### config.mk
export PLATFORM = sky130hd
export DESIGN_NAME = perf_counter_bank_flat
export DESIGN_NICKNAME = d
export VERILOG_FILES = /design/src/rtl/perf_counter_bank_if.sv /design/src/rtl/perf_counter_bank.sv /design/src/flat_wrapper.sv
export SDC_FILE = /design/constraint.sdc
export NUM_CORES = 1
export LEC_CHECK = 0
export CAP_MARGIN = 20
export CORE_ASPECT_RATIO = 1.1
export CORE_MARGIN = 2
export CORE_UTILIZATION = 40
export DETAILED_ROUTE_END_ITERATION = 10
export DONT_BUFFER_PORTS = 1
export GPL_ROUTABILITY_DRIVEN = 0
export GPL_TIMING_DRIVEN = 0
export HOLD_SLACK_MARGIN = 0.1
export PLACE_DENSITY = 0.5
export SLEW_MARGIN = 20
export SYNTH_ARGS = -nofsm -noshare
export SYNTH_HDL_FRONTEND = slang
export SYNTH_SLANG_ARGS = --single-unit
### constraint.sdc
create_clock -name clk -period 27.4 [get_ports clk]
set_clock_uncertainty 0.05 [all_clocks]
set_input_delay 5.48 -clock clk [delete_from_list [all_inputs] [get_ports clk]]
set_output_delay 5.48 -clock clk [all_outputs]
set_load 0.01 [all_outputs]
### src/rtl/perf_counter_bank_if.sv
// Control, event-strobe and readout bundle shared by perf_counter_bank and its driver.
interface perf_counter_bank_if #(
    parameter int NCH = 4,
    parameter int CW  = 32,
    parameter int SW  = 3
);
    logic           start;
    logic           halt;
    logic           clr;
    logic [NCH-1:0] evt;
    logic           snap;
    logic           rd_src;
    logic [SW-1:0]  sel;
    logic [CW-1:0]  rd_data;
    logic [NCH:0]   ovf;
    logic [1:0]     state;

    modport master (
        output start, halt, clr, evt, snap, rd_src, sel,
        input  rd_data, ovf, state
    );

    modport slave (
        input  start, halt, clr, evt, snap, rd_src, sel,
        output rd_data, ovf, state
    );
endinterface

### src/rtl/perf_counter_bank.sv
// Performance counter bank: one cycle counter plus NCH event counters with shadow snapshot and sticky overflow.
// Define PERF_SAT_EN to make counters saturate at all-ones instead of wrapping.
module perf_counter_bank #(
    parameter int NCH = 4,
    parameter int CW  = 32,
    parameter int SW  = 3
) (
    input logic                clk,
    input logic                rst,
    perf_counter_bank_if.slave bus
);
    typedef enum logic [1:0] {
        S_IDLE   = 2'b00,
        S_RUN    = 2'b01,
        S_HALTED = 2'b10
    } state_t;

    state_t        r_state;
    logic [CW-1:0] r_live   [NCH+1];
    logic [CW-1:0] r_shadow [NCH+1];
    logic [NCH:0]  r_ovf;
    logic [CW-1:0] r_rdData;

    logic [NCH:0]  w_inc;
    logic [SW-1:0] w_sel;
    logic [CW-1:0] w_readVal;

    assign w_sel = bus.sel;

    // Index 0 is the cycle counter, so it counts on every RUN cycle.
    always_comb begin
        w_inc = '0;
        if (r_state == S_RUN) begin
            w_inc = {bus.evt, 1'b1};
        end
    end

    // An index past the last channel matches nothing and reads as zero.
    always_comb begin
        w_readVal = '0;
        for (int k = 0; k <= NCH; k++) begin
            if (int'(w_sel) == k) begin
                w_readVal = bus.rd_src ? r_shadow[k] : r_live[k];
            end
        end
    end

    always_ff @(posedge clk or posedge rst) begin
        if (rst) begin
            r_state <= S_IDLE;
        end else if (bus.clr) begin
            r_state <= S_IDLE;
        end else begin
            case (r_state)
                S_IDLE:   if (bus.start) r_state <= S_RUN;
                S_RUN:    if (bus.halt)  r_state <= S_HALTED;
                S_HALTED: r_state <= S_HALTED;
                default:  r_state <= S_IDLE;
            endcase
        end
    end

    // Shadows capture the pre-increment, pre-clear values and survive clr.
    always_ff @(posedge clk or posedge rst) begin
        if (rst) begin
            for (int k = 0; k <= NCH; k++) begin
                r_live[k]   <= '0;
                r_shadow[k] <= '0;
            end
            r_ovf <= '0;
        end else begin
            if (bus.snap) begin
                for (int k = 0; k <= NCH; k++) begin
                    r_shadow[k] <= r_live[k];
                end
            end
            if (bus.clr) begin
                for (int k = 0; k <= NCH; k++) begin
                    r_live[k] <= '0;
                end
                r_ovf <= '0;
            end else begin
                for (int k = 0; k <= NCH; k++) begin
                    if (w_inc[k]) begin
                        if (r_live[k] == '1) begin
                            r_ovf[k] <= 1'b1;
`ifdef PERF_SAT_EN
                            r_live[k] <= '1;
`else
                            r_live[k] <= '0;
`endif
                        end else begin
                            r_live[k] <= r_live[k] + CW'(1);
                        end
                    end
                end
            end
        end
    end

    always_ff @(posedge clk or posedge rst) begin
        if (rst) begin
            r_rdData <= '0;
        end else begin
            r_rdData <= w_readVal;
        end
    end

    assign bus.rd_data = r_rdData;
    assign bus.ovf     = r_ovf;
    assign bus.state   = r_state;
endmodule

### src/flat_wrapper.sv
// flat-port wrapper written by rule: the top's interface ports become plain ports
module perf_counter_bank_flat 
#(
    parameter int NCH = 4,
    parameter int CW  = 32,
    parameter int SW  = 3
)
  (clk, rst, bus_start, bus_halt, bus_clr, bus_evt, bus_snap, bus_rd_src, bus_sel, bus_rd_data, bus_ovf, bus_state);
  perf_counter_bank_if #(.NCH(NCH), .CW(CW), .SW(SW)) bus_i ();
  input logic clk;
  input logic rst;
  input wire logic [$bits(bus_i.start)-1:0] bus_start;
  input wire logic [$bits(bus_i.halt)-1:0] bus_halt;
  input wire logic [$bits(bus_i.clr)-1:0] bus_clr;
  input wire logic [$bits(bus_i.evt)-1:0] bus_evt;
  input wire logic [$bits(bus_i.snap)-1:0] bus_snap;
  input wire logic [$bits(bus_i.rd_src)-1:0] bus_rd_src;
  input wire logic [$bits(bus_i.sel)-1:0] bus_sel;
  output wire logic [$bits(bus_i.rd_data)-1:0] bus_rd_data;
  output wire logic [$bits(bus_i.ovf)-1:0] bus_ovf;
  output wire logic [$bits(bus_i.state)-1:0] bus_state;
  assign bus_i.start = bus_start;
  assign bus_i.halt = bus_halt;
  assign bus_i.clr = bus_clr;
  assign bus_i.evt = bus_evt;
  assign bus_i.snap = bus_snap;
  assign bus_i.rd_src = bus_rd_src;
  assign bus_i.sel = bus_sel;
  assign bus_rd_data = bus_i.rd_data;
  assign bus_ovf = bus_i.ovf;
  assign bus_state = bus_i.state;
  perf_counter_bank #(.NCH(NCH), .CW(CW), .SW(SW)) u_core (.clk(clk), .rst(rst), .bus(bus_i));
endmodule
==> out/metrics.yaml <==
cts:
  cts_hold_buf: 0
  cts_buffer_depth: 3
  cts_tree: "yes"
  cts_sinks: 359
  clkLatencyLatePin_ns: 0.57
  post_cts.repair.setup_buffers: 0
  clkSlewWorstSetupHoldPaths_ns: 0.06
  cts_resized: 0
  h-tree-depth: 2
  numCtsBuffers: 42
  root_buffer: "clkbuf_16"
power_and_ir_drop:
  p_switching_w: 0.000287
  p_clk_share_pct: 46.2
  p_int_w: 0.000867
  leakagePower_nw: 8.93
  power_density_nw_per_um2: 56.7
  swShare_pct: 24.9
  comb_power_share_pct: 6.8
  vdd_drop_max_mv: 0.0420
  power_frac_seq_pct: 47.1
setup_path:
  critPathArrivalTime_ns: 8.40
  reg2reg_setup_slack_ns: 23.86
  critical_path_class: "input port to flop"
  cp-end-kind: "flop"
  worstPathRequired_ns: 27.75
  rr_endpoint: "u_core.r_live[150]"
  r2r_cells: 8
  start_kind: "input port"
  r2r-start: "u_core.bus.state[1]"
  critical_path.max_fanout: 10
timing:
  whs_ns: 0.451
  period_share_pct: 29.4
  grt_setup_unrepaired: "no"
  worst_slack_ns: 19.36
  timing.fmax_ghz: 0.124
  maxSlewViolCount: 0
  setup_viol: 0
  worstMarginPinSlew_ns: 0.955
  fin_crit_ns: 8.04
  tns_ns: 0
  relSlewSlack_pct: 36.3
  finalHoldViolCount: 0
synthesis:
  synth_area_sq_um: 18200
  ys_types: 53
  ys_seq_elements: 359
  synth_edf_count: 0
  seq_area_frac_synth_pct: 49.3
  yosys_warnings: 0
  avgSynthCellArea_sq_um: 10.7
  syn-instance-count: 1712
  synth-async-reset-ratio_pct: 100
  syn-num-nets: 1733
  synthFlopType: "dfrtp_1"
finish:
  final_cell_mix: "dfrtp_1, mux2_2, nor2_1"
  syn2layout_area_growth_pct: 11.7
  antenna_cells: 0
  drive_gt1_share_pct: 18.0
  layout.nets: 1781
  final_common_cell: "dfrtp_1"
floorplan:
  placementRows: 82
  fp.dieW_um: 208
  io_pins: 53
  die_y_um: 228
  die_area_sq_um: 47300
  core_sq_um: 45200
  initial_core_util_pct: 40.3
route:
  vias: 13231
  met3_length_um: 2230
  drc: 0
  vias_per_cell: 5.57
  maxUsedRoutingLayer: "met4"
  drtIter0Drc: 768
  firstDrtPassIters: 7
  routed_wl_um: 51600
  wl_met1_um: 22500
  ant_nets: 0
  wire_per_inst_um: 21.7
  wl_met2_um: 25200
hold_path:
  min_path_cells: 1
  hold_class: "flop to flop"
  min_from: "u_core.r_shadow[106]"
  hold_path_end: "u_core.r_shadow[106]"
placed_design:
  portBuffers: 0
  post-place-ws_ns: 18.80
  hpwl_um: 38000
global_routing:
  grt_max_degree: 97
  grt_usage_pct: 22.0
  grt_pass1_vias: 13396
  antenna_found_initial: 0
  grt_overflow: 0
  grt_first_pass_wirelength_um: 80500
outcome:
  outcome: "completed"
job:
  cap_violations: 0
==> layout make-up <==
cell class / instances / area, sq um
Buffer: 111 / 455
Clock buffer: 65 / 1240
Clock inverter: 7 / 38.8
Fill cell: 4262 / 24900
Inverter: 23 / 93.8
Multi-Input combinational cell: 1219 / 8720
Sequential cell: 359 / 8980
Tap cell: 588 / 736
Timing Repair Buffer: 4 / 110
==> cells by family (layout without fill, tap and decap cells) <==
family	Yosys count	count (layout)	share of synthesized area [%]
compound gates	249	249	8.28
xor+xnor	140	140	6.72
fa+ha+maj	7	7	0.480
buf+inv	134	210	2.97
flops	359	359	49.3
mux	286	286	17.2
simple gates	537	537	15.1
==> layer usage <==
| layer | vias up | GRT usage (%) |
|---|---|---|
| met2 | 283 | 37.2 |
| met1 | 6631 | 28.7 |
| met5 | - | 0 |
| li1 | 6232 | - |
| met3 | 85 | 3.14 |
| met4 | 0 | 7.83 |
==> state kept, by name (all words and copies together) (netlist names) <==
signal	cells
u_core.r_shadow	160
u_core.bus.rd_data	32
u_core.r_live	160
u_core.bus.state	2
u_core.bus.ovf	5
==> how the worst max path moves through the flow <==
stage / start / to / cells past startpoint
finish: bus_rd_src / u_core.bus.rd_data[28] / 7
global route: bus_rd_src / u_core.bus.rd_data[28] / 7
CTS: bus_rd_src / u_core.bus.rd_data[28] / 7
detailed placement: bus_rd_src / u_core.bus.rd_data[28] / 7
global placement: rst / u_core.r_live[120] / 1
floorplan: rst / u_core.bus.ovf[0] / 1
==> cells in the mapped netlist (23+ instances only) <==
library cell  instances  area (sq um)
inv_1                23          86.3
clkbuf_1             83           312
nand2_1              70           263
nor2_1              184           691
mux2i_1              65           651
o21ai_0              47           235
nor2b_1              31           194
xnor2_1              37           324
dfrtp_1             359          8980
a211oi_1             33           248
xor2_1              103           902
nand4_1              80           500
nand3_1              70           350
mux2_2              221          2490
o22ai_1              32           200
a22oi_1              32           240
a21oi_1              89           445
==> power by group through the flow <==
stage               clock network (W)  registers, W   logic, W
finish                       0.000533      0.000544  0.0000782
global placement                    0      0.000553  0.0000765
floorplan                           0      0.000552  0.0000500
global route                 0.000569      0.000544  0.0000852
detailed placement                  0      0.000553  0.0000790
CTS                          0.000547      0.000543  0.0000793
==> metrics by stage <==
stage / total power, W / std cells / instance area, sq um / utilization, %
after global routing: 0.00120 / 2376 / 20400 / 45.0
after global placement: 0.000630 / 2300 / 19000 / 41.9
final: 0.00115 / 2376 / 20400 / 45.0
after CTS: 0.00117 / 2376 / 20400 / 45.0
after detailed placement: 0.000632 / 2304 / 19100 / 42.2
after floorplan: 0.000602 / 1712 / 18200 / -
==> critical path, cell delays in order <==
cell and delay (ns):
clkbuf_1 0.36, buf_2 0.39, buf_1 0.76, clkbuf_1 0.62
o21ai_0 0.34, a22oi_1 0.30, a21oi_1 0.14
Power figures use the tool's default switching activity.
